===== config.mk =====
export PLATFORM = sky130hd
export DESIGN_NAME = tdm_mux_8to1
export DESIGN_NICKNAME = d
export VERILOG_FILES = /design/src/rtl/tdm_mux_8to1.sv
export SDC_FILE = /design/constraint.sdc
export NUM_CORES = 1
export LEC_CHECK = 0
export ABC_AREA = 1
export BUFFER_PORTS_ARGS = -buffer_cell sky130_fd_sc_hd__buf_2
export CAP_MARGIN = 20
export CORE_MARGIN = 2
export CORE_UTILIZATION = 45
export DETAILED_ROUTE_END_ITERATION = 8
export PLACE_DENSITY_LB_ADDON = 0.2
export SLEW_MARGIN = 20
export SYNTH_ARGS = -nofsm -noshare
export SYNTH_HDL_FRONTEND = slang
export SYNTH_SLANG_ARGS = --single-unit

===== constraint.sdc =====
create_clock -name clk -period 4.3 [get_ports clk]
set_clock_uncertainty 0.05 [all_clocks]
set_input_delay 0.645 -clock clk [delete_from_list [all_inputs] [get_ports clk]]
set_output_delay 0.645 -clock clk [all_outputs]
set_load 0.005 [all_outputs]

===== src/rtl/tdm_mux_8to1.sv =====
// rtl/tdm_mux_8to1.sv - 8-to-1 time-division multiplexer with one-frame shadow buffer
//
// Purpose: accepts a frame of eight parallel lanes via a valid/ready load
// handshake and serializes it one lane per enabled clock onto out, while
// driving the slot index SEL that steers the downstream 1-to-8 demux.
// A shadow register holds one queued frame so back-to-back frames run with
// no idle slot between them.
//
// Ports:
//   clk          rising-edge clock
//   rst          synchronous active-high reset
//   en           slot advance enable (ignored while idle)
//   d0..d7       frame lanes, lane k is sent in slot k
//   load_valid   a frame is present on d0..d7
//   load_ready   a frame can be accepted this cycle
//   out          serialized lane data (0 while idle)
//   SEL          current slot index
//   out_valid    out/SEL carry a live frame slot
//   frame_start  slot 0 of a frame is being presented

module tdm_mux_8to1 #(
   parameter int WIDTH = 1
) (
   input  logic             clk,
   input  logic             rst,
   input  logic             en,
   input  logic [WIDTH-1:0] d0,
   input  logic [WIDTH-1:0] d1,
   input  logic [WIDTH-1:0] d2,
   input  logic [WIDTH-1:0] d3,
   input  logic [WIDTH-1:0] d4,
   input  logic [WIDTH-1:0] d5,
   input  logic [WIDTH-1:0] d6,
   input  logic [WIDTH-1:0] d7,
   input  logic             load_valid,
   output logic             load_ready,
   output logic [WIDTH-1:0] out,
   output logic [2:0]       SEL,
   output logic             out_valid,
   output logic             frame_start
);

   typedef enum logic {
      IDLE = 1'b0,
      SEND = 1'b1
   } state_t;

   state_t                  state_q, state_d;
   logic [2:0]              slot_q, slot_d;
   logic [7:0][WIDTH-1:0]   active_q, active_d;
   logic [7:0][WIDTH-1:0]   shadow_q, shadow_d;
   logic                    shadow_full_q, shadow_full_d;
   logic [7:0][WIDTH-1:0]   lanes;
   logic                    accept;
   logic                    frame_end;

   // Element 0 of the packed lane vector is d0.
   assign lanes      = {d7, d6, d5, d4, d3, d2, d1, d0};
   assign load_ready = !shadow_full_q && !rst;
   assign accept     = load_valid && load_ready;
   assign frame_end  = (state_q == SEND) && en && (slot_q == 3'd7);

   always_comb begin
      state_d       = state_q;
      slot_d        = slot_q;
      active_d      = active_q;
      shadow_d      = shadow_q;
      shadow_full_d = shadow_full_q;

      if (state_q == IDLE) begin
         if (accept) begin
            active_d = lanes;
            slot_d   = 3'd0;
            state_d  = SEND;
         end
      end else if (frame_end) begin
         slot_d = 3'd0;
         if (shadow_full_q) begin
            // load_ready is low while the shadow is full, so no load can
            // compete with the shadow on this edge.
            active_d      = shadow_q;
            shadow_full_d = 1'b0;
         end else if (accept) begin
            // Shadow empty at the frame boundary: bypass it so the new
            // frame starts immediately without consuming the buffer.
            active_d = lanes;
         end else begin
            state_d = IDLE;
         end
      end else begin
         if (en) begin
            slot_d = slot_q + 3'd1;
         end
         if (accept) begin
            shadow_d      = lanes;
            shadow_full_d = 1'b1;
         end
      end
   end

   always_ff @(posedge clk) begin
      if (rst) begin
         state_q       <= IDLE;
         slot_q        <= 3'd0;
         active_q      <= '0;
         shadow_q      <= '0;
         shadow_full_q <= 1'b0;
      end else begin
         state_q       <= state_d;
         slot_q        <= slot_d;
         active_q      <= active_d;
         shadow_q      <= shadow_d;
         shadow_full_q <= shadow_full_d;
      end
   end

   assign out         = (state_q == SEND) ? active_q[slot_q] : '0;
   assign SEL         = slot_q;
   assign out_valid   = (state_q == SEND);
   assign frame_start = (state_q == SEND) && (slot_q == 3'd0);

endmodule


======== Word level (Yosys, flattened, before mapping) ========
Index checks and enable logic that the tools add are counted.
Widths: inputs -> output; s select.
storage, ports and cells
  bits of input ports ..................... 12
  flip-flop bits (word level) ............. 21
  memory bits (read-only) ................. 0
  latch bits .............................. 0
  memories kept ........................... 0
  output and inout port bits .............. 7
  bits in writable memories ............... 0
operators by class
  bitwise gates (word level) .............. 1
  equality and inequality tests ........... 3
  reductions and logical operators ........ 13
  magnitude comparators ................... 1
  div/mod/pow operators ................... 0
  multiply operators ...................... 0
  $add $sub $neg .......................... 1
  shifts and indexed selects .............. 0
  muxes and demuxes ....................... 17
operators by type and width
  cell                 count
  $mux 8               4
  $mux 3               4
  $mux 1               8
  $logic_and 1x1->1    5
  $lt 3x4->1 const B   1
  $reduce_and 2->1     2
  $reduce_bool 2->1    2
  $add 3x1->3 const B  1
  $bmux 1 s3           1
  $eq 3x3->1 const B   1
  $logic_not 3->1      1
  $ne 3x2->1 const B   1
  $reduce_and 3->1     1
  $logic_not 1->1      2
  $ne 2x1->1 const B   1
  $not 1->1            1

======== Logic depth before layout (Yosys ltp) ========
Gate-level depths: netlist of run 1.
  depth after elaboration ................. 7
  depth in mapped cells ................... 8

======== Worst setup path before layout of run 1 ========
OpenSTA, ideal clock, no wires.
  path kind ............................... reg-to-reg
  start point ............................. register slot_q[0], in the netlist SEL[0]
  end point ............................... register active_q[0] (netlist bit)
  cell stages (with the launch flop) ...... 8
  slack ................................... 2.734 ns
  data arrival time ....................... 1.401 ns
  setup time .............................. 0.115 ns
  data required time ...................... 4.135 ns
  cell sequence ........................... dfxtp_1 > ha_1 > ha_1 > a21oi_4 > inv_2 > buf_6 > a21oi_1 > nor2_1
on the way
  cells in the longest elaborated chain, start to end .. 3
ends and longest elaborated chain
  item                    RTL line  text
  from (decl)             49        logic [2:0] slot_q, slot_d;
  from (signal assigned)  110       slot_q <= slot_d;
  $eq 3x3->1              61        assign frame_end = (state_q == SEND) && en && (slot_q == 3'd7);
  $logic_and 1x1->1       61
  $ne 2x1->1 (no line)    --
  to (signal assigned)    111       active_q <= active_d;
  to (decl)               50        logic [7:0][WIDTH-1:0] active_q, active_d;
Every way passes these cells.
A chain may end at the register's enable or synchronous reset.

======== Final worst setup path of run 1 ========
  start point ............................. register state_q, in the netlist out_valid
  end point ............................... output out
on the way
  cells in the longest elaborated chain, start to end .. 1
ends and longest elaborated chain
  item                    RTL line  text
  from (decl)             48        state_t state_q, state_d;
  from (signal assigned)  109       state_q <= state_d;
  $mux 1                  117       assign out = (state_q == SEND) ? active_q[slot_q] : '0;
  to (decl)               37        output logic [WIDTH-1:0] out,
Every way passes these cells.

==> qor.yml, run 1 <==
worst_path_largest_cell_delay_ns: 0.68
cts_setup_buffers: 0
mostFrequentLayoutCell: "sky130_fd_sc_hd__nand2_1"
syn_inst: 189
synth_sequential_area_ratio_pct: 35.5
design_area_sq_um: 1290
synth_area_leaders: "sky130_fd_sc_hd__dfxtp_1, sky130_fd_sc_hd__nand2_1, sky130_fd_sc_hd__nor2_1"
grt.total_usage_pct: 17.4
holdPathStages: 2
timing.final.hold_violations: 0
ioPinCount: 19
ff_latch_area_sq_um: 420
yosys_warnings: 0
place_worst_setup_slack_ns: 2.46
globalRoute.busiestLayer: "met2"
r2r_slack_ns: 2.62
layout_cell_share_with_drive_strength_beyond_1_pct: 14.1
path_common_cell: "sky130_fd_sc_hd__nand2_1"
setup_tns_ns: 0
drt_drc_violations_left: 0
gr-total-overflow: 0
power.net_switching_uw: 122
synth.largest_area_cell: "sky130_fd_sc_hd__dfxtp_1"
most-common-layout-cells: "sky130_fd_sc_hd__nand2_1, sky130_fd_sc_hd__nor2_1, sky130_fd_sc_hd__dfxtp_1, sky130_fd_sc_hd__inv_1, sky130_fd_sc_hd__nand3_1"
die_area_sq_um: 3060
grt_antenna_before_repair: 0
post-route-min-period_ns: 2.15
postCtsResizedCells: 0
grt_start_max_net_pins: 18
final.period_utilization_pct: 50.1
die_x_microns: 55.3
worst_skew_pair_later_pin_latency_ns: 0.31
nNetsFinal: 221
unrepaired_setup_endpoints_after_global_routing: "no"
tritoncts: "built"
clock_edge_transition_at_the_registers_on_the_reported_setup_and_hold_paths_ns: 0.12
startpoint_of_the_tightest_hold_check_path: "active_q[5]$_SDFFE_PP0P_"
worst_r2r_path_depth: 7
place_area_sq_um: 1260
design.core.area_sq_um: 2480
setup_ws_ns: 2.15
vias: 1115
synthDominantCellAreaShare_pct: 35.5
holdCritPathClass: "flip-flop to flip-flop"
mapped_area_sq_um: 1180
grt_pass1_vias: 1038
h-tree-depth: 1
timing.setup.critical_path_class: "flip-flop to primary output"
synth.ff_latch_count: 21
numCtsBuffers: 3
cts_sinks: 21
power.share.sequential_pct: 55.9
io_buffers: 18
data_required_time_at_the_worst_endpoint_ns: 3.61
multiInputGateArea_sq_um: 633
placementRows: 18
drt_first_iter_violations: 29
antenna_cells_inserted: 0
regToRegEndpoint: "shadow_q[3]$_SDFFE_PP0P_"
power.leakage_uw: 0.000712
finalWeightedCongestion: 0.828
timing_worst_slew_pin_value_ns: 0.531
initial_core_util_pct: 47.8
avgSynthCellArea_sq_um: 6.27
run_status: "finished clean"
postRouteWirelength_mm: 2.37
ys_types: 17
worstPathCellList: "inv_2, nor2_1, nand2_1, nand2_1, buf_2"
cts_root_buf: "sky130_fd_sc_hd__clkbuf_4"
clock_path_buffers: 2
timing.final.setup_violations: 0
gr-usage-met1_pct: 24.6
grt_pass1_wl_mm: 4.50
detail_route.wl_per_cell_microns: 10.1
comb_power_share_pct: 19.4
crit_path_top_delay_cell: "sky130_fd_sc_hd__dfxtp_1"
max-cap-violations: 0
dp.final_hpwl_mm: 1.74
timing.fmax_ghz: 0.465
critPathMaxFanout: 15
fp.dieH_microns: 55.3
fillers: 276
timing_max_transition_violations_final: 0
max-slew-margin-rel_pct: 64.5
route.detailed.vias_per_inst: 4.74
global_route.usage.met3_pct: 2.11
worst_r2r_startpoint: "SEL[0]$_SDFFE_PP0P_"
internal_power_uw: 272
syn-num-nets: 204
ant_nets: 0
worst_hold_slack_ns: 0.443
p_sw_share_pct: 30.9
share_clk_of_total_power_pct: 24.7
gr-usage-met2_pct: 27.9
whs_endpoint: "active_q[5]$_SDFFE_PP0P_"
cts-hold-fix-buffers: 0
arrival_ns: 1.46
power.ir.vdd_worst_mv: 0.172
worst_setup_path_start_kind: "flip-flop"
area.growth.synth_to_final_pct: 8.98
power_density_nw_per_um2: 305
detailedRoute.firstPassIterationCount: 4
timing.critical_path.to_type: "primary output"
flip-flops by register name (all words and copies together) (netlist names):
signal / count
SEL: 3
shadow_q: 8
out_valid: 1
active_q: 8
shadow_full_q: 1
critical path: cells and delay by family, from the launching register on:
family	cells	cell delay, ns
and+or+nand+nor	3	0.26
DFF	1	0.68
buffers and inverters	2	0.22
synthesized netlist by cell type, drive strengths merged:
cell type,count
inv,22
a31oi,1
nor2,38
nand2,62
dfxtp,21
nand3b,1
o21ai,4
ha,3
nand3,21
a21oi,10
buf,6
power groups by stage:
stage               clock network [uW]  registers (uW)  logic, uW
finish                            97.2             220       76.5
global route                       106             222       90.6
CTS                                102             220       77.1
detailed placement                   0             224       76.9
global placement                     0             224       75.0
floorplan                            0             220       59.9
metal layers:
metal  share of wire, %  vias up  routed length, microns
met3                3.3        4                      79
met4               0.93        0                      22
met1                 49      477                    1160
li1                   -      615                       -
met2                 47       19                    1110
met5                  0        -                       0
area by class of cell:
class,count,share of cell area (%)
clock buffers,3,1.74
clock inverters,1,0.388
inverters,22,6.40
multi-input cells,140,49.0
flip-flops and latches,21,32.6
well taps,30,2.91
repair buffers,18,6.98
worst max-delay path by stage:
stage / from / to
after floorplan: SEL[0]$_SDFFE_PP0P_ / active_q[0]$_SDFFE_PP0P_
after global placement: rst / load_ready
after detailed placement: rst / load_ready
after CTS: out_valid$_SDFF_PP0_ / out
after global routing: out_valid$_SDFF_PP0_ / out
final: out_valid$_SDFF_PP0_ / out
cell families after synthesis:
logic type	share of synthesized area, %
buf+inv	11.1
flops	35.5
simple gates	42.9
compound gates	7.39
fa+ha+maj	3.17
metrics by stage:
| step | util, % | std cells | total power (uW) |
|---|---|---|---|
| 5_1_grt | 52.1 | 235 | 418 |
| 3_3_place_gp | 51.0 | 231 | 299 |
| 2_1_floorplan | - | 189 | 279 |
| 4_1_cts | 52.1 | 235 | 399 |
| 6_report | 52.1 | 235 | 394 |
| 3_5_place_dp | 51.0 | 231 | 301 |
(Power assumes the default switching activity.)
==> run 2, diff against run 1 <==
- clock period: 4.3 -> 2 ns (I/O delays scaled with it)
==> run 2 against run 1 <==
  * Sequential power increased by 110%
  * Clock-buffer cell count up 1
  * Combinational power grew 120%
  * Total power increased by 110%
  * Clock power is 110% higher
  * Worst hold slack got worse by 0.27 ns
  * Via count is 3.3% higher
  * Die area unchanged
==> qor.yml, run 2 (same netlist as run 1, synthesis figures left out) <==
run_status: "finished clean"
arrival_ns: 1.40  # -0.06 ns
dp.final_hpwl_mm: 1.76  # +1.3%
grt_pass1_vias: 1011  # -2.6%
power_density_nw_per_um2: 652  # +110%
nNetsFinal: 222  # +0.45%
mostFrequentLayoutCell: "sky130_fd_sc_hd__nand2_1"
path_delay_family: "flip-flops"
post-route-min-period_ns: 1.75
io_buffers: 18  # unchanged
drt_first_iter_violations: 19  # -34%
worst_skew_pair_later_pin_latency_ns: 0.30  # about the same
timing.final.setup_violations: 0  # unchanged
finalWeightedCongestion: 0.793  # -4.2%
cts_root_buf: "sky130_fd_sc_hd__clkbuf_4"
route.detailed.vias_per_inst: 4.88  # +2.9%
worst_setup_path_start_kind: "flip-flop"
data_required_time_at_the_worst_endpoint_ns: 1.65  # -1.96 ns
postRouteWirelength_mm: 2.41  # +1.9%
power.leakage_uw: 0.000715  # +0.35%
max-cap-violations: 0  # unchanged
timing.final.hold_violations: 0  # unchanged
gr-total-overflow: 0  # unchanged
fp.dieH_microns: 55.3  # unchanged
unrepaired_setup_endpoints_after_global_routing: "no"
tritoncts: "built"
grt_start_max_net_pins: 18  # unchanged
power.ir.vdd_worst_mv: 0.411  # +140%
area.growth.synth_to_final_pct: 9.50
die_x_microns: 55.3  # unchanged
die_area_sq_um: 3060  # unchanged
postCtsResizedCells: 0  # unchanged
timing.critical_path.to_type: "primary output"
clock_path_buffers: 2  # unchanged
path_common_cell: "sky130_fd_sc_hd__nand2_1"
setup_tns_ns: 0  # unchanged
worst_path_largest_cell_delay_ns: 0.45  # -0.23 ns
worstPathCellList: "inv_1, o21ai_0, nand2_1, nand2_1, nand2_1, buf_2"
cts_setup_buffers: 0  # unchanged
placementRows: 18  # unchanged
numCtsBuffers: 3  # unchanged
timing_max_transition_violations_final: 0  # unchanged
fillers: 285  # +3.3%
ioPinCount: 19  # unchanged
cts_sinks: 21  # unchanged
initial_core_util_pct: 47.8  # unchanged
critPathMaxFanout: 7  # -8
ant_nets: 0  # unchanged
design.core.area_sq_um: 2480  # unchanged
crit_path_top_delay_cell: "sky130_fd_sc_hd__dfxtp_1"
final.period_utilization_pct: 87.3
h-tree-depth: 1  # unchanged
critical_path_buf_inv_count: 2  # unchanged
grt_antenna_before_repair: 0  # unchanged
ff_latch_area_sq_um: 420  # unchanged
cts-hold-fix-buffers: 0  # unchanged
finish.utilization_pct: 52.4  # +0.25 points
layout_cell_share_with_drive_strength_beyond_1_pct: 14.1  # -0.069 points
max-slew-margin-rel_pct: 67.9  # +3.4 points
timing.fmax_ghz: 0.573
detail_route.wl_per_cell_microns: 10.2  # +1.4%
antenna_cells_inserted: 0  # unchanged
drt_drc_violations_left: 0  # unchanged
grt_pass1_wl_mm: 4.25  # -5.5%
grt.total_usage_pct: 16.8  # -0.67 points
timing_worst_slew_pin_value_ns: 0.481  # -0.0505 ns
vias: 1152  # +3.3%
most-common-layout-cells: "sky130_fd_sc_hd__nand2_1, sky130_fd_sc_hd__nor2_1, sky130_fd_sc_hd__dfxtp_1, sky130_fd_sc_hd__inv_1, sky130_fd_sc_hd__nand3_1"
holdCritPathClass: "input port to flip-flop"
timing.setup.critical_path_class: "flip-flop to primary output"
multiInputGateArea_sq_um: 633  # unchanged
detailedRoute.firstPassIterationCount: 4  # unchanged
clock_edge_transition_at_the_registers_on_the_reported_setup_and_hold_paths_ns: 0.12  # about the same
-- run 2: cell types whose count changed in the layout (fill, tap and decap cells not counted), sizes merged --
cell    delta
buf        +1
clkbuf     +1
clkinv     -1
-- run 2: final cells by class --
class                           instances  area share, %
Sequential cell                        21           32.4
Timing Repair Buffer                   19           7.52
Inverter                               22           6.36
Multi-Input combinational cell        140           48.8
Tap cell                               30           2.89
Clock buffer                            4           2.03
-- run 2: worst paths after layout --
kind | start | slack [ns] | cells past startpoint | endpoint
worst min-delay path | d5 | 0.17 | 3 | shadow_q[5]$_SDFFE_PP0P_
worst max register to register | SEL[0]$_SDFFE_PP0P_ | 0.35 | 7 | shadow_q[2]$_SDFFE_PP0P_
worst min register to register | active_q[3]$_SDFFE_PP0P_ | 0.46 | 2 | active_q[3]$_SDFFE_PP0P_
worst max-delay path | SEL[0]$_SDFFE_PP0P_ | 0.25 | 6 | out
-- run 2: worst min-delay path, stage by stage --
cell and delay [ns]:
sky130_fd_sc_hd__buf_2 0.09, sky130_fd_sc_hd__nor2_1 0.04, sky130_fd_sc_hd__nor2_1 0.08
-- run 2: metal layers --
layer	global-route usage [%]	wire (microns)	part of all wire, %	vias to the layer above
met3	2.11	53	2.2	2
met5	0	0	0	-
met4	6.62	12	0.50	0
met2	26.7	1160	48	13
li1	-	-	-	616
met1	23.0	1190	49	521
-- run 2: through the flow --
stage          power [uW]  cell area, sq um  worst slack [ns]  std cells  hold WS (ns)
2_1_floorplan         601              1180             0.434        189         0.319
3_3_place_gp          645              1270             0.423        232         0.421
3_5_place_dp          649              1270             0.384        232         0.434
4_1_cts               856              1300             0.246        236         0.169
5_1_grt               895              1300             0.103        236         0.195
6_report              846              1300             0.254        236         0.173
-- run 2: power by group --
group          switching (uW)  internal, uW  leakage (uW)
clock                     129          77.6     0.0000150
sequential               25.2           445      0.000172
combinational             102          65.5      0.000528
